`src/rtl/mdu_pkg.sv`:
```
// Shared definitions for the iterative multiply/divide unit: funct3 op codes,
// FSM state encoding and the constants returned by the divide special cases.
package mdu_pkg;

    localparam int MDU_XLEN = 32;

    localparam logic [2:0] OP_MUL    = 3'd0;
    localparam logic [2:0] OP_MULH   = 3'd1;
    localparam logic [2:0] OP_MULHSU = 3'd2;
    localparam logic [2:0] OP_MULHU  = 3'd3;
    localparam logic [2:0] OP_DIV    = 3'd4;
    localparam logic [2:0] OP_DIVU   = 3'd5;
    localparam logic [2:0] OP_REM    = 3'd6;
    localparam logic [2:0] OP_REMU   = 3'd7;

    typedef enum logic [1:0] {
        S_IDLE,
        S_CALC,
        S_FIX,
        S_DONE
    } state_t;

    localparam logic [MDU_XLEN-1:0] QUO_ALL_ONES = '1;
    localparam logic [MDU_XLEN-1:0] MOST_NEG     = {1'b1, {(MDU_XLEN-1){1'b0}}};

endpackage

```
`src/rtl/mdu_div_core.sv`:
```
// One restoring-divide step per cycle on unsigned magnitudes: the dividend
// shifts out of the top of quo while quotient bits shift in at the bottom.
module mdu_div_core #(
    parameter int XLEN = 32
) (
    input  logic            clk,
    input  logic            rst_n,
    input  logic            load,
    input  logic            step,
    input  logic [XLEN-1:0] dividend,
    input  logic [XLEN-1:0] divisor,
    output logic [XLEN-1:0] quo,
    output logic [XLEN-1:0] rem
);

    logic [XLEN-1:0] dvsr;
    logic [XLEN:0]   rem_sh;
    logic [XLEN:0]   diff;

    assign rem_sh = {rem, quo[XLEN-1]};
    assign diff   = rem_sh - {1'b0, dvsr};

    always_ff @(posedge clk) begin
        if (!rst_n) begin
            quo  <= '0;
            rem  <= '0;
            dvsr <= '0;
        end else if (load) begin
            quo  <= dividend;
            rem  <= '0;
            dvsr <= divisor;
        end else if (step) begin
            // a clear borrow bit means the trial subtraction fits
            if (!diff[XLEN]) begin
                rem <= diff[XLEN-1:0];
                quo <= {quo[XLEN-2:0], 1'b1};
            end else begin
                rem <= rem_sh[XLEN-1:0];
                quo <= {quo[XLEN-2:0], 1'b0};
            end
        end
    end

endmodule

```
`src/rtl/mdu_iter.sv`:
```
// Iterative RV32M multiply/divide unit: XLEN radix-2 steps on magnitudes, then sign fix-up.
// Define MDU_DIV_EN to build the divider; without it ops 4-7 return 0 via the fast path.
module mdu_iter
    import mdu_pkg::*;
#(
    parameter int XLEN = MDU_XLEN
) (
    input  logic            clk,
    input  logic            rst_n,
    input  logic            start,
    input  logic [2:0]      op,
    input  logic [XLEN-1:0] rs1_val,
    input  logic [XLEN-1:0] rs2_val,
    input  logic [4:0]      rd_in,
    output logic            busy,
    output logic            done,
    output logic [XLEN-1:0] result,
    output logic [4:0]      rd_out
);

    state_t            state;
    logic [5:0]        cnt;
    logic [2:0]        op_q;
    logic [4:0]        rd_q;
    logic              neg_q;
    logic              spec_q;
    logic              fix_ph;
    logic [XLEN-1:0]   mag_a;
    logic [2*XLEN-1:0] acc;
    logic [XLEN-1:0]   fix_val;

    logic              accept;
    logic              a_signed, b_signed, sa, sb;
    logic              neg_in, spec_in;
    logic [XLEN-1:0]   mag_a_in, mag_b_in, spec_val_in;
    logic [XLEN:0]     sum;
    logic [2*XLEN-1:0] prod_s;
    logic [XLEN-1:0]   fixed_slice;

    assign accept   = start && (state == S_IDLE || state == S_DONE);
    assign a_signed = (op == OP_MULH) || (op == OP_MULHSU) || (op == OP_DIV) || (op == OP_REM);
    assign b_signed = (op == OP_MULH) || (op == OP_DIV) || (op == OP_REM);
    assign sa       = a_signed && rs1_val[XLEN-1];
    assign sb       = b_signed && rs2_val[XLEN-1];
    assign mag_a_in = sa ? -rs1_val : rs1_val;
    assign mag_b_in = sb ? -rs2_val : rs2_val;
    // remainders follow the dividend's sign, everything else the sign product
    assign neg_in   = (op[2] && op[1]) ? sa : (sa ^ sb);

`ifdef MDU_DIV_EN
    logic            div_zero, div_ovf, is_rem_in;
    logic [XLEN-1:0] quo, rem, div_val;

    assign is_rem_in = op[1];
    assign div_zero  = (rs2_val == '0);
    assign div_ovf   = ((op == OP_DIV) || (op == OP_REM)) &&
                       (rs1_val == MOST_NEG) && (rs2_val == QUO_ALL_ONES);
    assign spec_in   = op[2] && (div_zero || div_ovf);
    assign spec_val_in = div_zero ? (is_rem_in ? rs1_val : QUO_ALL_ONES)
                                  : (is_rem_in ? '0 : MOST_NEG);
    assign div_val   = op_q[1] ? rem : quo;

    mdu_div_core #(.XLEN(XLEN)) u_div (
        .clk      (clk),
        .rst_n    (rst_n),
        .load     (accept),
        .step     (state == S_CALC),
        .dividend (mag_a_in),
        .divisor  (mag_b_in),
        .quo      (quo),
        .rem      (rem)
    );
`else
    assign spec_in     = op[2];
    assign spec_val_in = '0;
`endif

    assign sum    = {1'b0, acc[2*XLEN-1:XLEN]} + {1'b0, (acc[0] ? mag_a : {XLEN{1'b0}})};
    assign prod_s = neg_q ? -acc : acc;

    always_comb begin
        fixed_slice = '0;
        if (op_q[2]) begin
`ifdef MDU_DIV_EN
            fixed_slice = neg_q ? -div_val : div_val;
`endif
        end else if (op_q == OP_MUL) begin
            fixed_slice = prod_s[XLEN-1:0];
        end else begin
            fixed_slice = prod_s[2*XLEN-1:XLEN];
        end
    end

    always_ff @(posedge clk) begin
        if (!rst_n) begin
            state   <= S_IDLE;
            cnt     <= '0;
            op_q    <= '0;
            rd_q    <= '0;
            neg_q   <= 1'b0;
            spec_q  <= 1'b0;
            fix_ph  <= 1'b0;
            mag_a   <= '0;
            acc     <= '0;
            fix_val <= '0;
            busy    <= 1'b0;
            done    <= 1'b0;
            result  <= '0;
            rd_out  <= '0;
        end else begin
            case (state)
                S_IDLE, S_DONE: begin
                    done <= 1'b0;
                    busy <= 1'b0;
                    state <= S_IDLE;
                    if (accept) begin
                        op_q    <= op;
                        rd_q    <= rd_in;
                        neg_q   <= spec_in ? 1'b0 : neg_in;
                        spec_q  <= spec_in;
                        fix_val <= spec_val_in;
                        fix_ph  <= 1'b0;
                        mag_a   <= mag_a_in;
                        acc     <= {{XLEN{1'b0}}, mag_b_in};
                        cnt     <= 6'(XLEN-1);
                        busy    <= 1'b1;
                        state   <= spec_in ? S_FIX : S_CALC;
                    end
                end
                S_CALC: begin
                    acc <= {sum, acc[XLEN-1:1]};
                    if (cnt == '0) begin
                        state <= S_FIX;
                    end else begin
                        cnt <= cnt - 6'd1;
                    end
                end
                S_FIX: begin
                    // first cycle selects and signs the slice, second publishes it
                    if (!fix_ph) begin
                        fix_ph <= 1'b1;
                        if (!spec_q) begin
                            fix_val <= fixed_slice;
                        end
                    end else begin
                        fix_ph <= 1'b0;
                        result <= fix_val;
                        rd_out <= rd_q;
                        done   <= 1'b1;
                        busy   <= 1'b0;
                        state  <= S_DONE;
                    end
                end
                default: state <= S_IDLE;
            endcase
        end
    end

endmodule
```
`config.mk`:
```
export PLATFORM = sky130hd
export DESIGN_NAME = mdu_iter
export DESIGN_NICKNAME = d
export VERILOG_FILES = /design/src/rtl/mdu_pkg.sv /design/src/rtl/mdu_div_core.sv /design/src/rtl/mdu_iter.sv
export SDC_FILE = /design/constraint.sdc
export NUM_CORES = 1
export LEC_CHECK = 0
export BUFFER_PORTS_ARGS = -buffer_cell sky130_fd_sc_hd__buf_2
export CAP_MARGIN = 20
export CELL_PAD_IN_SITES_DETAIL_PLACEMENT = 1
export CELL_PAD_IN_SITES_GLOBAL_PLACEMENT = 1
export CORE_MARGIN = 5
export CORE_UTILIZATION = 45
export DETAILED_ROUTE_END_ITERATION = 16
export MAX_ROUTING_LAYER = met4
export PLACE_DENSITY_LB_ADDON = 0.1
export SKIP_CTS_REPAIR_TIMING = 1
export SYNTH_ARGS = -nofsm -noshare
export SYNTH_HDL_FRONTEND = slang
export SYNTH_SLANG_ARGS = --single-unit
```
`constraint.sdc`:
```
create_clock -name clk -period 5.79 [get_ports clk]
set_clock_uncertainty 0.05 [all_clocks]
set_input_delay 1.158 -clock clk [delete_from_list [all_inputs] [get_ports clk]]
set_output_delay 1.158 -clock clk [all_outputs]
set_load 0.05 [all_outputs]
```
==> summary.md, run 1 <==
| Metric | Value |
|---|---|
| Status | finished clean |
| Most frequent CP cell | nor4_1 |
| DRT Wirelength | 35300 um |
| Dominant cell type by area after synthesis | dfxtp_1 |
| Avg WL per Cell | 18.5 um |
| PD cells | 357 nW/um^2 |
| Via-to-Cell Ratio | 5.73 |
| GPL Wtd Cong | 0.893 |
| Complex-gate fraction of the synthesized area | 23.7% |
| Seq. cell area | 3700 um^2 |
| Synth Register Bits | 185 |
| Post-Syn Instances | 1496 |
| Max H-tree Level | 4 |
| Inserted Clock Buffers | 17 |
| Tot GR Track Use | 25.2% |
| Core ar. | 25000 um^2 |
| Synth warn | 0 |
| CP max stage delay | 0.69 ns |
| Static leakage | 4.86 nW |
| Die area | 28300 um^2 |
| Number of max-cap violations | 0 |
| Slew Limit Fails | 0 |
| TNS Setup | 0 ns |
| Commonest non-fill, non-tap cells in the layout | nand2_1, dfxtp_1, a21oi_1 |
| Die span in x | 168 um |
| Clk buf depth | 2 |
| Clk_lat worst skew | 0.45 ns |
| Fill count | 3179 |
| Area of the multi-input gates | 7150 um^2 |
| Setup Viol. Count Final | 0 |
| Synthesized area per cell | 7.54 um^2 |
| Cell Area, Placed | 12100 um^2 |
| GRT overflow | 0 |
| Fin nets | 1675 |
| Type of origin of the critical path | primary input |
| Synth Cell Area | 11300 um^2 |
| Crit path from | rs2_val[7] |
| Crit-path cells | buf_2, or4_1, or3_1, nor4_1, nand2_1, nor4_1, a21oi_1, xnor2_1, a221oi_1 |
| I/O Pins | 114 |
| Hold crit path type | register to register |
| XOR/XNOR Fraction of Synth Area | 10.7% |
| Pin count of the biggest net entering global routing | 78 |
| Vias in the first global route | 11.1k |
| CTS tree | built |
| Post-layout minimum cycle time | 4.00 ns |
| Post-Syn Nets | 1611 |
| DRT iter0 DRCs | 485 |
| Final Hold Vio Count | 0 |
| Layout cell share with drive strength beyond 1 | 11.4% |
| Top-area cell type share of the netlist area | 32.8% |
| Worst reg2reg startpoint | acc[0] |
| Routed Antenna Nets | 0 |
| Number of diodes | 0 |
| CP Data Arrival Time | 4.29 ns |
| Commonest non-fill, non-tap cell in the layout | nand2_1 |
| Slew headroom | 33.7% |
| RSZ-0062 raised after global routing | no |
| First-pass GRT wire length | 57000 um |
| Mux contribution to synthesized area | 1.46% |
| Initial antenna violation count | 0 |
| Async set-reset flop share out of synthesis | 0% |
| DR DRC count | 0 |
| Crit path required time | 6.08 ns |
| Post-synthesis sequential area ratio | 32.8% |
| # port buffers | 113 |
| Sink Count | 185 |
| Main combinational cell family by area after synthesis | compound AO/OA/AOI/OAI gates |
| Fmax | 250 MHz |
| Crit Path Max Fanout | 5 |
| Top post-synthesis cells by area | dfxtp_1, nand2_1, a21oi_1 |
| Layout area overhead | 12.6% |
| Clock Pin Slew Worst Setup and Hold Paths | 0.08 ns |
| Final instance area | 12700 um^2 |
| Worst Tran Pin Value | 0.991 ns |
| Post-synth EDFFs | 0 |
| Adder-Cell Fraction of Synth Area | 4.50% |
| Synth cell types | 62 |
| Num rows | 58 |
| CP endpoint kind | register |
| Post-DP HPWL | 26300 um |
| Ys flop type | dfxtp_1 |
| Area share of and/or/nand/nor cells after synthesis | 22.9% |
| Post-route clock period utilization | 69.0% |
| DRT Pass-1 Iters | 6 |
| DR vias | 10.9k |
| Slowest cell on crit path | nor4_1 |
| Min-delay src | fix_val[25] |
| Type of the worst setup path | primary input to register |
| Die Y | 168 um |
| VDD IR-drop max | 0.000209 V |
| Root buf cell | clkbuf_16 |
| Initial Util | 45.2% |
-- state kept, by name, indices dropped and copies added, names as in the netlist, 2 cells and up --
signal   cells
result      32
fix_val     32
cnt          6
state        2
rd_q         5
rd_out       5
acc         64
op_q         3
mag_a       32
-- kinds of logic after synthesis --
group / count (synthesis)
compound gates: 442
xor+xnor: 138
fa+ha+maj: 40
buf+inv: 115
flops: 185
mux: 16
simple gates: 560
-- report_power, final --
group / switching (mW) / leakage [nW] / internal, mW / total [mW]
clock network: 0.625 / 0.301 / 0.595 / 1.22
logic: 1.02 / 3.05 / 0.551 / 1.58
registers: 0.247 / 1.51 / 1.49 / 1.74
total: 1.90 / 4.86 / 2.64 / 4.53
-- cell usage after synthesis, types with 26 or more instances --
cell type  number
a211oi_1       35
o21ai_0       124
ha_1           39
o31ai_1        26
nand2_1       246
dfxtp_1       185
a22oi_1        28
clkbuf_1       74
xor2_1         67
a21oi_1       145
inv_1          33
xnor2_1        71
and2_1         39
nor2_1        119
nor3_1         36
-- through the flow --
stage / total power, mW / hold slack (ns) / setup WS [ns] / utilization, % / instances
global placement: 3.28 / 0.379 / 1.49 / 48.3 / 1871
global route: 4.82 / 0.409 / 1.64 / 50.8 / 1903
finish: 4.53 / 0.399 / 1.79 / 50.8 / 1903
CTS: 4.56 / 0.399 / 1.84 / 50.8 / 1903
floorplan: 2.83 / 0.365 / 2.12 / - / 1496
detailed placement: 3.33 / 0.387 / 1.39 / 48.3 / 1871
-- per-layer routing --
layer	wire length (um)	share of wire, %	GRT usage (%)	up-vias
li1	-	-	-	5430
met1	15600	44	30.2	5207
met2	17300	49	43.8	209
met3	1340	3.8	3.64	51
met4	988	2.8	7.97	0
met5	0	0	-	-
-- path summary, 6_finish.rpt --
kind         slack (ns)  cells after the start           to
min                0.40                      2  fix_val[25]
max reg2reg        2.01                     12      acc[62]
max                1.79                      9      acc[29]
min reg2reg        0.40                      2  fix_val[25]
-- area by class of cell --
| type | count | area share (%) |
|---|---|---|
| multi-input combinational | 1196 | 56.4 |
| inverter | 33 | 0.996 |
| sequential | 185 | 29.2 |
| timing repair buffer | 127 | 5.28 |
| clock inverter | 15 | 1.57 |
| clock buffer | 17 | 3.35 |
| tap | 330 | 3.25 |
-- critical path, delay by kind of cell --
kind                   cells  cell delay (ns)
buffers and inverters      1             0.13
XOR/XNOR                   1             0.17
AO/OA/AOI/OAI              2             0.47
AND/OR/NAND/NOR            5             2.36
No activity file was read; power rests on OpenSTA's default activity.
==> run 2: changes to the inputs <==
Settings changed: CORE_UTILIZATION 45 to 40.
Clock period 5.79 ns to 3.4 ns, I/O delays scaled along.
==> run 2 against run 1 <==
  * Count of clock-buffer cells in the layout unchanged
  * Core utilization decreased by 3.0 points
  * Final area increased by 4.7%
  * Global-route usage decreased by 1.3 points
  * Sequential share of layout area decreased by 1.3 points
  * Critical path depth decreased by 1
  * Final cell count increased by 6.0%
  * Routed wire length increased by 4.0%
  * Total power increased by 76%
  * Register-to-register slack got worse by 1.9 ns
  * Clock power increased by 70%
  * Critical endpoint is now fix_val[27]
==> summary.md, run 2 (synthesis gave the netlist of run 1 again) <==
| Metric | Value |
|---|---|
| Post-route clock period utilization | 95.5% |
| PD cells | 602 nW/um^2 (+68%) |
| Clock Pin Slew Worst Setup and Hold Paths | 0.08 ns (about the same) |
| Cell Area, Placed | 12600 um^2 (+4.8%) |
| CP max stage delay | 0.58 ns (-0.11 ns) |
| Post-DP HPWL | 28500 um (+8.3%) |
| Place WS | 0.0537 ns (-1.33 ns) |
| Initial antenna violation count | 0 (unchanged) |
| Via-to-Cell Ratio | 5.48 (-4.3%) |
| Most frequent CP cell | or4_4 |
| DRT Pass-1 Iters | 5 (-1) |
| Top reg by flops | acc |
| Number of diodes | 0 (unchanged) |
| Total power draw | 7.99 mW (+76%) |
| Max reg flops | 64 (unchanged) |
| RR Endpoint | fix_val[27] |
| Die span in x | 178 um (+5.7%) |
| VDD IR-drop max | 0.000387 V (+85%) |
| Die area | 31700 um^2 (+12%) |
| Commonest non-fill, non-tap cell in the layout | nand2_1 |
| Type of the worst setup path | register to register |
| Crit path required time | 3.68 ns (-2.40 ns) |
| I/O Pins | 114 (unchanged) |
| Delay-heaviest family, CP | simple AND/OR/NAND/NOR gates |
| Tot GR Track Use | 23.9% (-1.3 points) |
| GPL Wtd Cong | 0.906 (+1.5%) |
| FF-to-FF setup slack | 0.15 ns (-1.86 ns) |
| Crit path from | acc[10] |
| DR DRC count | 0 (unchanged) |
| Setup Viol. Count Final | 0 (unchanged) |
| Layout area overhead | 17.8% |
| Clk buf depth | 2 (unchanged) |
| Hold Crit Depth | 2 (unchanged) |
| Inserted Clock Buffers | 17 (unchanged) |
| Routed Antenna Nets | 0 (unchanged) |
| Pin count of the biggest net entering global routing | 71 (-9.0%) |
| Core ar. | 27800 um^2 (+11%) |
| First-pass GRT wire length | 59300 um (+4.0%) |
| Crit-path cells | or4_4, or4_4, or4_1, nor2_2, nand4_1, o31ai_1, xor2_1, o21ai_0 |
| Fmax | 308 MHz |
| Post-layout minimum cycle time | 3.25 ns |
| Initial Util | 40.6% (-4.6 points) |
| Crit Path Max Fanout | 5 (unchanged) |
| Static leakage | 5.20 nW (+7.0%) |
| Min-delay src | fix_val[25] |
| Slowest cell on crit path | or4_1 |
| DRT iter0 DRCs | 560 (+15%) |
| Layout cell share with drive strength beyond 1 | 15.2% (+3.8 points) |
| Clk_lat worst skew | 0.46 ns (about the same) |
| Max H-tree Level | 4 (unchanged) |
| DR vias | 11.1k (+1.4%) |
| Commonest non-fill, non-tap cells in the layout | nand2_1, dfxtp_1, a21oi_1 |
| Avg WL per Cell | 18.2 um (-1.9%) |
| Slew Limit Fails | 0 (unchanged) |
| CP endpoint kind | register |
| Root buf cell | clkbuf_16 |
| Worst reg2reg startpoint | acc[10] |
| Vias in the first global route | 11.2k (+0.98%) |
| Num rows | 61 (+5.2%) |
| Hold crit path type | register to register |
| DRT Wirelength | 36700 um (+4.0%) |
| Status | finished clean |
| Type of origin of the critical path | register |
| Fin worst setup slack | 0.153 ns (-1.64 ns) |
| Worst Tran Pin Value | 0.932 ns (-0.0588 ns) |
| Number of max-cap violations | 0 (unchanged) |
| R2R cell count | 8 (-4) |
| Slew headroom | 37.6% (+3.9 points) |
| Fin nets | 1741 (+3.9%) |
| GRT overflow | 0 (unchanged) |
| Die Y | 178 um (+5.7%) |
| Final instance area | 13300 um^2 (+4.7%) |
| Sink Count | 185 (unchanged) |
| Crit path buffers/inverters | 0 (-1) |
| RSZ-0062 raised after global routing | no |
| Final Hold Vio Count | 0 (unchanged) |
| TNS Setup | 0 ns (unchanged) |
| CP Data Arrival Time | 3.53 ns (-0.76 ns) |
| Hold Slack | 0.399 ns (+0.000293 ns) |
| # port buffers | 113 (unchanged) |
| CTS tree | built |
| Hold Path Sink | fix_val[25] |
[run 2: stage by stage]
step           cells  util, %
2_1_floorplan   1496        -
3_3_place_gp    1985     45.5
3_5_place_dp    1985     45.5
4_1_cts         2017     47.8
5_1_grt         2017     47.8
6_report        2017     47.8
[run 2: worst reg2reg max path, stage by stage (launching register included)]
cell,delay [ns]
dfxtp_1,0.37
or4_4,0.52
or4_4,0.47
or4_1,0.58
nor2_2,0.22
nand4_1,0.26
o31ai_1,0.32
xor2_1,0.24
o21ai_0,0.10
[run 2: cell type report]
type	instances	area [um^2]
clock buffer	17	425
clock inverter	15	196
fill	3516	14500
inverter	33	126
multi-input combinational	1196	7170
sequential	185	3710
tap	378	473
timing repair buffer	193	1190
[run 2: power breakdown]
group	switching (mW)	internal [mW]
clock network	1.06	1.01
registers	0.366	2.54
logic	1.89	1.13
total	3.31	4.69
[run 2: how the worst max path moves through the flow]
stage	endpoint	cells after the start
floorplan	acc[58]	13
global placement	fix_val[31]	8
detailed placement	fix_val[31]	8
CTS	fix_val[31]	8
global route	fix_val[27]	8
finish	fix_val[27]	8
[run 2: metal layers]
layer	up-vias	part of all wire [%]	GRT usage, %
met1	5263	46	30.1
li1	5559	-	-
met4	0	2.4	7.03
met5	-	0	-
met3	47	2.6	2.22
met2	183	49	41.0
